===== config.mk =====
export PLATFORM = sky130hd
export DESIGN_NAME = key_event
export DESIGN_NICKNAME = d
export VERILOG_FILES = /design/src/rtl/key_event.sv
export SDC_FILE = /design/constraint.sdc
export NUM_CORES = 1
export LEC_CHECK = 0
export CORE_MARGIN = 2
export CORE_UTILIZATION = 58
export CTS_BUF_LIST = sky130_fd_sc_hd__clkbuf_8 sky130_fd_sc_hd__clkbuf_16
export CTS_CLUSTER_DIAMETER = 60
export DETAILED_ROUTE_END_ITERATION = 7
export MAX_ROUTING_LAYER = met4
export PLACE_DENSITY = 0.77
export REMOVE_ABC_BUFFERS = 1
export SLEW_MARGIN = 20
export SYNTH_ARGS = -nofsm -noshare
export SYNTH_HDL_FRONTEND = slang
export SYNTH_SLANG_ARGS = --single-unit

===== constraint.sdc =====
create_clock -name clk -period 2.3 [get_ports clk]
set_clock_uncertainty 0.1 [all_clocks]
set_input_delay 0.46 -clock clk [delete_from_list [all_inputs] [get_ports clk]]
set_output_delay 0.46 -clock clk [all_outputs]
set_load 0.02 [all_outputs]

===== src/rtl/key_event.sv =====
// key_event: turns a debounced key level into one-cycle short/long/double-click pulses
// and keeps a wrapping mode index. Double click is built only when KEY_DCLICK_EN is defined.
module key_event #(
  parameter logic        ACTIVE_LEVEL = 1'b0,
  parameter int unsigned LONG_CYCLES  = 50_000_000,
  parameter int unsigned DCLICK_GAP   = 12_500_000,
  parameter int unsigned MODE_W       = 3,
  parameter int unsigned MODE_MAX     = 7
) (
  input  logic              clk,
  input  logic              nrst,
  input  logic              key_in,
  output logic              short_pulse,
  output logic              long_pulse,
  output logic              double_pulse,
  output logic [MODE_W-1:0] key_mode,
  output logic [2:0]        state_dbg
);

  localparam int unsigned CNT_MAX = (LONG_CYCLES > DCLICK_GAP) ? LONG_CYCLES : DCLICK_GAP;
  localparam int unsigned CNT_W   = $clog2(CNT_MAX) + 1;
  localparam logic [CNT_W-1:0]  LONG_LAST = CNT_W'(LONG_CYCLES - 1);
  localparam logic [MODE_W-1:0] MODE_TOP  = MODE_W'(MODE_MAX);

  typedef enum logic [2:0] {
    S_IDLE   = 3'd0,
    S_PRESS1 = 3'd1,
    S_WAIT2  = 3'd2,
    S_PRESS2 = 3'd3,
    S_HELD   = 3'd4
  } state_t;

  state_t             state_q, state_d;
  logic [CNT_W-1:0]   cnt_q, cnt_d;
  logic               key_cur_q, key_prev_q;
  logic               short_q, short_d;
  logic               long_q, long_d;
  logic [MODE_W-1:0]  mode_q, mode_d;
  logic               press_ev, release_ev;

  // Both stages reset to the pressed level so a key held through reset is ignored.
  assign press_ev   = (key_cur_q == ACTIVE_LEVEL) && (key_prev_q != ACTIVE_LEVEL);
  assign release_ev = (key_cur_q != ACTIVE_LEVEL) && (key_prev_q == ACTIVE_LEVEL);

`ifdef KEY_DCLICK_EN
  localparam logic [CNT_W-1:0] GAP_LAST = CNT_W'(DCLICK_GAP - 1);
  logic double_q, double_d;
`endif

  always_comb begin
    state_d = state_q;
    cnt_d   = cnt_q;
    short_d = 1'b0;
    long_d  = 1'b0;
`ifdef KEY_DCLICK_EN
    double_d = 1'b0;
`endif
    case (state_q)
      S_IDLE: begin
        if (press_ev) state_d = S_PRESS1;
      end
      S_PRESS1: begin
        cnt_d = cnt_q + CNT_W'(1);
        // The long threshold takes priority over a release seen in the same cycle.
        if (cnt_q == LONG_LAST) begin
          long_d  = 1'b1;
          state_d = S_HELD;
        end else if (release_ev) begin
`ifdef KEY_DCLICK_EN
          state_d = S_WAIT2;
`else
          short_d = 1'b1;
          state_d = S_IDLE;
`endif
        end
      end
`ifdef KEY_DCLICK_EN
      S_WAIT2: begin
        cnt_d = cnt_q + CNT_W'(1);
        if (press_ev) begin
          state_d = S_PRESS2;
        end else if (cnt_q == GAP_LAST) begin
          short_d = 1'b1;
          state_d = S_IDLE;
        end
      end
      S_PRESS2: begin
        cnt_d = cnt_q + CNT_W'(1);
        if (cnt_q == LONG_LAST) begin
          long_d  = 1'b1;
          state_d = S_HELD;
        end else if (release_ev) begin
          double_d = 1'b1;
          state_d  = S_IDLE;
        end
      end
`endif
      S_HELD: begin
        if (release_ev) state_d = S_IDLE;
      end
      default: state_d = S_IDLE;
    endcase
    if (state_d != state_q) cnt_d = '0;
  end

  always_comb begin
    mode_d = mode_q;
    if (long_d) begin
      mode_d = '0;
    end else if (short_d) begin
      mode_d = (mode_q == MODE_TOP) ? '0 : mode_q + MODE_W'(1);
    end
`ifdef KEY_DCLICK_EN
    else if (double_d) begin
      mode_d = (mode_q == '0) ? MODE_TOP : mode_q - MODE_W'(1);
    end
`endif
  end

  always_ff @(posedge clk or negedge nrst) begin
    if (!nrst) begin
      key_cur_q  <= ACTIVE_LEVEL;
      key_prev_q <= ACTIVE_LEVEL;
      state_q    <= S_IDLE;
      cnt_q      <= '0;
      short_q    <= 1'b0;
      long_q     <= 1'b0;
      mode_q     <= '0;
`ifdef KEY_DCLICK_EN
      double_q   <= 1'b0;
`endif
    end else begin
      key_cur_q  <= key_in;
      key_prev_q <= key_cur_q;
      state_q    <= state_d;
      cnt_q      <= cnt_d;
      short_q    <= short_d;
      long_q     <= long_d;
      mode_q     <= mode_d;
`ifdef KEY_DCLICK_EN
      double_q   <= double_d;
`endif
    end
  end

  assign short_pulse = short_q;
  assign long_pulse  = long_q;
  assign key_mode    = mode_q;
  assign state_dbg   = state_q;
`ifdef KEY_DCLICK_EN
  assign double_pulse = double_q;
`else
  assign double_pulse = 1'b0;
`endif

endmodule


# Yosys cells after proc, flatten, opt, wreduce, memory -nomap -nowiden
# Index checks and enable logic that the tools add are counted.
[word_totals] regBits=37 latch_bits=0 ramBits=0 mem_bits_ro=0 input_bits=3 out_inout_bits=9 wordCells=35 mem_count=0
[classes] n_addsub=2 mul=0 n_div=0 n_lt_le_gt_ge=0 eq_ne=5 shift=0 muxes=14 bitwise_logic=2 n_reduce_logical=5
[ops] cell="27-bit 2-to-1 mux" count=2
[ops] cell="27-bit by 1-bit adder with 27-bit output (second input constant)" count=1
[ops] cell="27-bit by 26-bit equality test with 1-bit output (second input constant)" count=1
[ops] cell="3-bit 2-to-1 mux" count=6
[ops] cell="3-bit one-hot mux with 3 select lines" count=1
[ops] cell="3-bit equality test (second input constant)" count=2
[ops] cell="1-bit 2-to-1 mux" count=5
[ops] cell="2-bit nonzero test" count=2
[ops] cell="3-bit by 1-bit adder with 3-bit output (second input constant)" count=1
[ops] cell="3-bit by 1-bit equality test with 1-bit output (second input constant)" count=1
[ops] cell="3-bit zero test" count=1
[ops] cell="3-bit != test" count=1
[ops] cell="1-bit logical AND" count=2
[ops] cell="1-bit inverter" count=2

# Depth between registers and ports, before layout
# Gate-level depths: netlist (run 1).
[logic_depth] ltp_word=7 depth_mapped=8 ltp_nobuf=6

# Least setup slack after synthesis (run 1)
# Ideal clock, no wire load.
[synth_path] path_kind="register to register" startpoint="register state_q[0] (netlist: state_dbg[0])" endpoint="register cnt_q[22]" setup_time_ns=0.119 arrival_ns=1.998 t_required_ns=2.081 setup_slack_ns=0.082 stages_incl_launch_ff=8 n_path_buf=2 synth_period_minus_slack_ns=2.218 cell_sequence="dfrtp_1 buf_6 or3b_4 or4_4 buf_6 nor3_2 xnor2_1 nor2_2"
[synth_via] elab_chain_cells=5 word_cells_on_any_way=10 cone_classes="eq/ne (3); mux (5); reduce/logical (2)"
[synth_lines] element="from (decl)" line="33" text="state_t state_q, state_d;"
[synth_lines] element="from (signal assigned)" line="135" text="state_q <= state_d;"
[synth_lines] element="3-bit 2-to-1 mux" line="68, 99"
[synth_lines] element="3-bit 2-to-1 mux" line="65" text="if (cnt_q == LONG_LAST) begin"
[synth_lines] element="3-bit one-hot mux with 3 select lines" line="58" text="case (state_q)"
[synth_lines] element="3-bit != test" line="103" text="if (state_d != state_q) cnt_d = '0;"
[synth_lines] element="27-bit 2-to-1 mux / 2-bit nonzero test (equally long branches)"
[synth_lines] element="to (signal assigned)" line="136" text="cnt_q <= cnt_d;"
[synth_lines] element="to (decl)" line="34" text="logic [CNT_W-1:0] cnt_q, cnt_d;"
# Parallel ways exist; a longest one is shown, timed or not.
# A chain may end at the register's enable or synchronous reset.

# Final worst setup path (run 1)
[layout_path] startpoint="register state_q[1] (netlist: state_dbg[1])" endpoint="register cnt_q[22]"
# The elaborated chain is that of the path after synthesis.

==> results of run 1 <==
registers in the layout, summed over array words and instances (netlist names):
name         cells
cnt_q           27
key_mode         3
state_dbg        3
key_cur_q        1
key_prev_q       1
long_pulse       1
short_pulse      1
kinds of logic (layout without fill, tap and decap cells):
group | after synthesis | in the layout | synth area share, %
mux | 1 | 1 | 0.587
flops | 37 | 37 | 48.3
compound gates | 9 | 9 | 3.46
xor+xnor | 26 | 26 | 11.9
simple gates | 105 | 105 | 30.8
fa+ha+maj | 3 | 3 | 1.96
buf+inv | 9 | 25 | 2.81
other cells | 1 | 2 | 0.196
area by class of cell:
| cell class | count | share of cell area (%) |
|---|---|---|
| Clock buffer | 5 | 3.19 |
| Timing Repair Buffer | 15 | 6.95 |
| Multi-Input combinational cell | 146 | 43.6 |
| Tap cell | 44 | 2.55 |
| Clock inverter | 3 | 0.521 |
| Inverter | 2 | 0.348 |
| Sequential cell | 37 | 42.9 |
metrics by stage:
stage          hold WS [ps]  worst slack (ps)  area, µm²
2_1_floorplan          64.4               121       1870
3_3_place_gp            295               242       2080
3_5_place_dp            315               196       2080
4_1_cts                 329               180       2160
5_1_grt                 344               110       2160
6_report                327               193       2160
report_power, final:
| group | switching [mW] | internal [mW] | total, mW |
|---|---|---|---|
| registers | 0.0145 | 0.667 | 0.682 |
| logic | 0.0670 | 0.0597 | 0.127 |
| clock network | 0.210 | 0.202 | 0.412 |
| total | 0.292 | 0.928 | 1.22 |
routing by layer:
layer,global-route usage [%],part of all wire (%),vias to the layer above
met5,-,0,-
met4,7.60,1.6,0
met3,6.09,3.1,9
met2,38.8,50,23
met1,27.7,45,685
li1,-,-,681
path summary, 6_finish.rpt:
kind | from | to | slack, ps | cells past startpoint
max | state_dbg[1]$_DFF_PN0_ | cnt_q[22]$_DFFE_PN0P_ | 190 | 5
min | key_cur_q$_DFF_PN0_ | key_prev_q$_DFF_PN0_ | 330 | 0
max reg2reg | state_dbg[1]$_DFF_PN0_ | cnt_q[22]$_DFFE_PN0P_ | 190 | 5
min reg2reg | key_cur_q$_DFF_PN0_ | key_prev_q$_DFF_PN0_ | 330 | 0
max in group asynchronous | nrst | cnt_q[7]$_DFFE_PN0P_ | 1270 | 2
min in group asynchronous | nrst | cnt_q[25]$_DFFE_PN0P_ | 490 | 2
cell usage in the layout, fill, tap and decap left out, drive strengths merged, types with 3 or more instances in the layout:
cell / instances
xor2: 5
dfrtp: 37
nand2: 16
nor4: 6
and4: 4
clkdlybuf4s50: 10
or3b: 3
nor3: 8
nor2: 37
xnor2: 21
nand3: 8
nand4: 6
buf: 5
clkbuf: 5
inv: 5
and2: 4
ha: 3
critical path, cell delays in order (launching register included):
cell	delay [ps]
dfrtp_1	450
or3b_4	410
or4_4	630
nor3_2	200
xnor2_1	160
nor2_2	40
==> impl_results.md, run 1 <==
- Clock latency on the worst-skew pair: 280 ps
- Non-filler cells, final: 252
- Placed instance count: approximately 240
- Critical path type: reg2reg
- Syn_area_per_cell: 10.0 µm²
- Number of distinct library cells after synthesis: 42
- PwrDens: 565 nW/µm²
- Post-DP HPWL: 2550 µm
- DRT Pass-1 Iters: 4
- Sequential fraction of the synthesis area: 48.3%
- CTS tree: built
- Area grow syn2layout: 12.7%
- Core area: about 3100 µm²
- Async set or reset register ratio after synthesis: 100%
- Die H: ~61 µm
- CTS resizes: 0
- Multi-input gate area: ~940 µm²
- Share of layout cells above drive strength 1: between 10% and 20%
- Routed wire per std cell: roughly 14 µm
- Largest cells by area after synthesis: dfrtp_1, xnor2_1, nor2_1
- Antenna violations before repair: 0
- Syn Std Cell Area: 1920 µm²
- Via/cell ratio: roughly 5.5
- Cell with the most instances after synthesis: dfrtp_1
- Leak Pwr: 0.887 nW
- CTS max path bufs: 2
- Crit path time final: between 2000 and 2500 ps
- Post-synth EDFFs: 0
- Outcome: finished, final reports clean
- Diode count: 0
- Clk slew on worst S/H paths: approximately 70 ps
- Num CTS Buffers: 5
- Fill count: roughly 260
- Final Max Slew Viols: 0
- Yosys top cell area share: between 40% and 50%
- Critical path arrival: around 2200 ps
- TNS Setup: 0 ps
- Row Count: 20
- Final Hold Vio Count: 0
- Post-CTS setup buffers: 0
- Worst hold-check path type: reg2reg
- Crit path max fanout: 8
- Peak supply drop: about 370 µV
- Horiz. Die Dim: about 61 µm
- Total die area: between 3000 and 4000 µm²
- Finish-stage setup viols: 0
- Crit path launch type: flop
- Power consumption: between 1 and 1.5 mW
- DRC viols: 0
- I/O Buffers: 10
- Root Driver: clkbuf_8
- Layout Nets: around 210
- Clk sinks: 37
- Req. time, crit path: 2370 ps
- Final Util: 69.6%
- Ports: 12
- Vias: 1,398
- Highest Clock Rate: between 0.4 and 0.5 GHz
- Effective utilization at floorplan: approximately three fifths
- Max Cap Viol: 0
- CTS Hold Buffers Added: 0
- Largest net degree at the start of global routing: 38
- Gr usage total: approximately a quarter
- Wire length of the first global-routing pass: approximately 6200 µm
- Crit share post-route: between 90% and 100%
- Post-Synthesis Cells: about 190
- WL final: 3640 µm
- Synth Warn #: 0
- Reg area: roughly 900 µm²
- Final Wtd Congestion: 0.838
- DRT antenna net count: 0
- CP Capture Type: flop
- Yosys reg bits: 37
- Number of global-route vias before repair: approximately 1.4k
- 1st-iter DRT viols: 138
- Primary FF master, synth: dfrtp_1
- RSZ-0062 raised after global routing: no
- CTS H-Tree Depth: 2
- Commonest cells in the netlist: dfrtp_1, nor2_1, xnor2_1
- Top cell type by total area after synthesis: dfrtp_1
- Total gr overflow: 0
Power figures use the tool's default switching activity.
==> run 2, diff against run 1 <==
CAP_MARGIN = 10   (was not set)
HOLD_SLACK_MARGIN = 0.1   (was not set)
==> results of run 2 <==
No change in the layout: final DEF, timing and power equal those of run 1.
